$ cat config.mk
export PLATFORM = sky130hd
export DESIGN_NAME = cascade_inta_responder
export DESIGN_NICKNAME = d
export VERILOG_FILES = /design/src/rtl/cascade_inta_responder.sv
export SDC_FILE = /design/constraint.sdc
export NUM_CORES = 1
export LEC_CHECK = 0
export CORE_MARGIN = 4
export CORE_UTILIZATION = 30
export DETAILED_ROUTE_END_ITERATION = 6
export PLACE_DENSITY_LB_ADDON = 0.12
export RECOVER_POWER = 100
export SLEW_MARGIN = 30
export SYNTH_ARGS = -nofsm -noshare
export SYNTH_HDL_FRONTEND = slang
export SYNTH_SLANG_ARGS = --single-unit
$ cat constraint.sdc
create_clock -name clk -period 1.7 [get_ports clk]
set_clock_uncertainty 0.2 [all_clocks]
set_input_delay 0.51 -clock clk [delete_from_list [all_inputs] [get_ports clk]]
set_output_delay 0.51 -clock clk [all_outputs]
set_load 0.02 [all_outputs]
$ cat src/rtl/cascade_inta_responder.sv
// INTA-cycle responder for an 8259-compatible PIC: tracks the two-pulse acknowledge,
// decides vector ownership (single/master/slave) and emits ISR set / auto-EOI strobes.
module cascade_inta_responder #(
    parameter int unsigned GAP_TIMEOUT = 64
) (
    input  logic       clk,
    input  logic       rst_n,
    input  logic       INTA_n,
    input  logic [2:0] CAS,
    input  logic       SP,
    input  logic       SNGL,
    input  logic [7:0] ICW3,
    input  logic [4:0] ICW2_T,
    input  logic       AEOI,
    input  logic [2:0] Interrupt_Location,
    input  logic       interruptExists,
    output logic [7:0] Data_Out,
    output logic       Data_Out_Enable,
    output logic       IS_Set,
    output logic [2:0] IS_Level,
    output logic       Auto_EOI,
    output logic       Cycle_Active,
    output logic       Protocol_Error
);

    localparam int unsigned CW = (GAP_TIMEOUT > 2) ? $clog2(GAP_TIMEOUT) : 1;
    localparam logic [CW-1:0] GAP_LAST = CW'(GAP_TIMEOUT - 1);

    typedef enum logic [1:0] {
        S_IDLE,
        S_P1,
        S_GAP,
        S_P2
    } state_t;

    state_t        state, state_n;
    logic          inta_q;
    logic [CW-1:0] cnt, cnt_n;
    logic [2:0]    lvl, lvl_n;
    logic          valid, valid_n;
    logic          own, own_n;
    logic [7:0]    icw3_q, icw3_n;

    logic [7:0]    dout_n;
    logic          doe_n;
    logic          is_set_n;
    logic [2:0]    is_level_n;
    logic          aeoi_n;
    logic          active_n;
    logic          perr_n;

    logic          fall, rise;

    assign fall = inta_q & ~INTA_n;
    assign rise = ~inta_q & INTA_n;

    always_comb begin
        state_n    = state;
        cnt_n      = cnt;
        lvl_n      = lvl;
        valid_n    = valid;
        own_n      = own;
        icw3_n     = icw3_q;
        dout_n     = Data_Out;
        doe_n      = Data_Out_Enable;
        is_set_n   = 1'b0;
        is_level_n = IS_Level;
        aeoi_n     = 1'b0;
        perr_n     = 1'b0;

        unique case (state)
            S_IDLE: begin
                if (fall) begin
                    state_n    = S_P1;
                    lvl_n      = interruptExists ? Interrupt_Location : 3'b111;
                    valid_n    = interruptExists;
                    icw3_n     = ICW3;
                    is_level_n = interruptExists ? Interrupt_Location : 3'b111;
                end
            end
            S_P1: begin
                if (rise) begin
                    state_n  = S_GAP;
                    cnt_n    = '0;
                    is_set_n = valid;
                    // ICW3 is taken from the copy captured at the first fall
                    if (SNGL)
                        own_n = 1'b1;
                    else if (SP)
                        own_n = ~icw3_q[lvl];
                    else
                        own_n = (CAS == icw3_q[2:0]);
                end
            end
            S_GAP: begin
                if (fall) begin
                    state_n = S_P2;
                    doe_n   = own;
                    dout_n  = {ICW2_T, lvl};
                end else if (cnt == GAP_LAST) begin
                    state_n = S_IDLE;
                    perr_n  = 1'b1;
                end else begin
                    cnt_n = cnt + CW'(1);
                end
            end
            S_P2: begin
                if (rise) begin
                    state_n = S_IDLE;
                    doe_n   = 1'b0;
                    dout_n  = '0;
                    aeoi_n  = AEOI & valid;
                end
            end
            default: state_n = S_IDLE;
        endcase

        active_n = (state_n != S_IDLE);
    end

    always_ff @(posedge clk) begin
        if (!rst_n) begin
            state           <= S_IDLE;
            inta_q          <= 1'b1;
            cnt             <= '0;
            lvl             <= '0;
            valid           <= 1'b0;
            own             <= 1'b0;
            icw3_q          <= '0;
            Data_Out        <= '0;
            Data_Out_Enable <= 1'b0;
            IS_Set          <= 1'b0;
            IS_Level        <= '0;
            Auto_EOI        <= 1'b0;
            Cycle_Active    <= 1'b0;
            Protocol_Error  <= 1'b0;
        end else begin
            state           <= state_n;
            inta_q          <= INTA_n;
            cnt             <= cnt_n;
            lvl             <= lvl_n;
            valid           <= valid_n;
            own             <= own_n;
            icw3_q          <= icw3_n;
            Data_Out        <= dout_n;
            Data_Out_Enable <= doe_n;
            IS_Set          <= is_set_n;
            IS_Level        <= is_level_n;
            Auto_EOI        <= aeoi_n;
            Cycle_Active    <= active_n;
            Protocol_Error  <= perr_n;
        end
    end

endmodule

### After elaboration in Yosys (flattened, before gate mapping)

Index checks and enable logic that the tools add are counted.

* register bits: 35
* bits in latches: 0
* memory bits (writable): 0
* memory bits (read-only): 0
* input port bits: 26
* logic and storage cells: 66
* memories kept: 0

* $add $sub $neg: 1
* multiply operators: 0
* divide/modulo/power cells: 0
* $lt $le $gt $ge: 1
* equality and inequality tests: 10
* shift operators: 0
* muxes and demuxes: 22
* bitwise gates (word level): 8
* reduce and logical (&&, ||, !) cells: 11

Operators by type and width (number)
* $mux W6: 3
* $mux W8: 2
* $pmux W8 S2: 1
* $pmux W6 S2: 1
* $mux W2: 5
* $ne A2 B2 Y1 const B: 5
* $reduce_and A3 Y1: 3
* $pmux W2 S4: 1
* $add A6 B1 Y6 const B: 1
* $eq A6 B6 Y1 const B: 1
* $mux W1: 6
* $reduce_bool A2 Y1: 3
* $not A1 Y1: 5
* $eq A2 B2 Y1 const B: 2
* $lt A3 B4 Y1 const B: 1
* $reduce_and A2 Y1: 2
* $reduce_and A4 Y1: 1
* $and A1 B1 Y1: 3
* $bmux W1 S3: 1
* $eq A3 B3 Y1: 1
* $mux W3: 1
* $reduce_or A3 Y1: 1
* $eq A2 B1 Y1 const B: 1
* $logic_not A2 Y1: 1
* $pmux W1 S2: 1

### Logic depth before layout (Yosys ltp)

* depth in word-level cells: 5
* gate-level depth with buffers: 6
* gate-level depth less buffers: 5

### Worst setup path after synthesis

OpenSTA, ideal clock, no wires.

* kind: reg-to-reg
* start: register cnt[0]
* end: register cnt[3]
* setup time: 0.070 ns
* data arrival time: 1.391 ns
* path slack: 0.039 ns
* stages on the path, launching flop included: 6
* cells stage by stage: dfxtp_1 > ha_1 > and4_1 > and2_1 > or3_1 > a21oi_1

* longest elaborated chain between the ends: 4
* elaborated cells on any way between the ends: 7
* classes of those cells: add/sub (1); eq/ne (2); mux (3); reduce/logical (1)

RTL lines
* from (decl): line 38 `logic [CW-1:0] cnt, cnt_n;`
* from (signal assigned): line 140 `cnt <= cnt_n;`
* $add A6 B1 Y6: line 104 `cnt_n = cnt + CW'(1);`
* $mux W6: line 100 `end else if (cnt == GAP_LAST) begin`
* $mux W6: line 96 `if (fall) begin`
* $pmux W6 S2: line 71 `unique case (state)`

Parallel ways exist; a longest one is shown, timed or not. The select of a mux whose other input is x is not followed.
A chain may end at the register's enable or synchronous reset.

==> results.cfg <==
[status]
status = finished, final reports clean

[global_route]
grt_first_pass_wirelength_um = 6790
overflow = 0
antenna_found_initial = 0
grt_pass1_vias = 1438
grt.total_usage = 0.135
grt_max_degree = 35

[placed_design]
place_area_um2 = 2190
post-place-ws_ns = -0.696
post-dp-hpwl_um = 2860
gp_congestion = 0.766
dp.cells = 280
io_buffers = 41

[setup_path]
rr_worst_depth = 5
worst_ep_arrival_time_ns = 0.95
critPathBufInv = 1
cp.depth = 1
worst_path_largest_cell_delay_ns = 0.34
reg2reg_slack_ns = 0.05
crit_type = register to output port
critPathSlowestCell = dlygate4sd2_1
worstSetupEndpointType = output port
cp_top_family = buffers and inverters
worstSetupStartpointType = register
worstPathCellList = dlygate4sd2_1
r2r_end = cnt[4]
r2r-start = cnt[0]
path_max_fanout = 2
cp_data_required_time_ns = 0.99

[logic_synthesis]
ys.flop_type = dfxtp_1
avgSynthCellArea_um2 = 9.81
synth_edf_count = 0
yosysUniqueCellTypes = 46
netlist_top_cells_count = 35 x dfxtp_1, 26 x nand2_1, 10 x a21boi_0, 9 x a22oi_1, 9 x nor2b_1
synth.area.top_cells = dfxtp_1 44%, nand2_1 6.1%, a21boi_0 4.7%
syn_area_um2 = 1600
yosysWarningCount = 0
syn_nets = 190
synth.most_common_cell = dfxtp_1
async_reset_ff_frac = 0
postSynthCellCount = 163
yosysTopAreaCellShare = 0.438
ys_ff_latch = 35
yosysTopAreaCell = dfxtp_1
yosys.area_share.simple = 0.264
synthAdderAreaFrac = 0.0141
synthXorXnorAreaFrac = 0.0164
yosysSeqAreaShare = 0.438
synth_mux_area_frac = 0.0516
synth_compound_area_frac = 0.188
synth_top_family_by_area = simple AND/OR/NAND/NOR gates

[clocking]
clock_path_buffers = 2
clk_latency_ns = 0.29
hold_buffers = 0
clkSinkCount = 35
root_buffer = clkbuf_8
cts_tree = built
numCtsBuffers = 5
path_clk_slew_ns = 0.07
ctsHtreeMaxLevel = 2

[min_path]
hold_depth = 2
hold_start = icw3_q[7]
whs_endpoint = icw3_q[7]
min_path_type = register to register

[sta]
rsz0062_at_grt = yes
slew_headroom = 0.749
period_share = 0.979
slew_viol_final = 0
finalWorstPathRequiredPeriod_ns = 1.66
setup_viol = 0
timing.final.ws_setup_ns = 0.0353
clock.fmax_ghz = 0.601
hold_viol_final = 0
tightestPinTransition_ns = 0.374

[cells_and_area]
stdcell_area_um2 = 2360
drive_above_1_share = 0.214
syn_to_final_growth_pct = 47.7
antenna_cells = 0
fin_nets = 246
stdcell_count = 290

[power_and_ir_drop]
power.density_nw_per_um2 = 845
vdd_drop_max_uv = 459
power_w = 0.00200
p_leak_nw = 0.903

[die]
rows = 26
start_util = 0.311
die_h_um = 81.0
core_um2 = 5140
die_w_um = 81.0
die-area_um2 = 6560
io_pins = 42

[drt]
drt-total-wl_um = 4100
via_count = 1396
postRouteAntennaNets = 0
avgViaCountPerCell = 4.81
drtPass1Iterations = 4
drt_iter0_drc = 55
drc = 0
post_drt_wl_per_cell_um = 14.1

[job]
maxCapViolCount = 0
-- worst max path at each step --
stage / start / endpoint
2_1_floorplan: cnt[0] / cnt[3]
3_5_place_dp: INTA_n / Data_Out[7]
6_report: lvl[0] / IS_Level[0]
5_1_grt: lvl[0] / own
4_1_cts: Data_Out[2] / Data_Out[2]
3_3_place_gp: INTA_n / Data_Out[0]
-- cell usage in the layout, fill, tap and decap left out, types with 3 or more instances in the layout --
cell             instances
nand2_1                 26
and2_1                   3
mux2i_1                  3
nand3b_1                 3
nand2b_1                 3
nand3_1                  3
o21ai_0                  4
dlygate4sd2_1            6
clkbuf_8                 6
a21boi_0                10
clkdlybuf4s50_1         24
nor2b_1                  9
xor2_1                   3
clkdlybuf4s15_1          8
buf_4                   13
o211a_1                  3
a22oi_1                  9
dfxtp_1                 33
clkbuf_1                 3
-- kinds of logic (layout without fill, tap and decap cells) --
group / count (synthesis) / count (layout)
AO/OA/AOI/OAI: 39 / 40
XOR/XNOR: 3 / 3
adder cells (fa/ha/maj): 2 / 2
buffers and inverters: 9 / 65
flip-flops: 35 / 35
multiplexers: 5 / 5
AND/OR/NAND/NOR: 70 / 70
-- state kept, by name (all words and copies together) (netlist names), 2 cells and up --
signal,flops
lvl,3
state,2
icw3_q,8
Data_Out,8
cnt,6
-- repair_timing --
| item | 4_1_cts | 5_1_grt |
|---|---|---|
| cloned | 1 | 0 |
| endpoints found under the setup margin | 46 | 24 |
| resized for setup | 31 | 20 |
| pin swaps | 5 | 3 |
| setup buffers | 1 | 0 |
-- layout make-up --
class                      count  area [um^2]
inverter                       1         3.75
clock buffer                   6         72.6
multi-input combinational    120          931
fill                         532         2780
tap                           70         87.6
timing repair buffer          56          504
clock inverter                 2         60.1
sequential                    35          703
-- per-stage QoR --
step            util  hold WS [ns]  TNS (ns)
4_1_cts        0.461         0.267         0
2_1_floorplan      -         0.230         0
3_3_place_gp   0.425         0.248    -15.47
5_1_grt        0.460         0.290    -0.222
6_report       0.460         0.264         0
3_5_place_dp   0.425         0.256    -16.69
-- metal layers --
layer  global-route usage  routed length [um]
met1                0.165                1820
met2                0.227                2040
met3               0.0277                 174
met4               0.0608                  71
met5                    0                   0
-- where the power goes --
group / leakage (nW) / internal, W / switching, W
sequential: 0.286 / 0.000846 / 0.0000202
clock: 0.0654 / 0.000586 / 0.000302
combinational: 0.552 / 0.000134 / 0.000108
total: 0.903 / 0.00157 / 0.000430
Note: power is estimated with default switching activity, not from simulation.
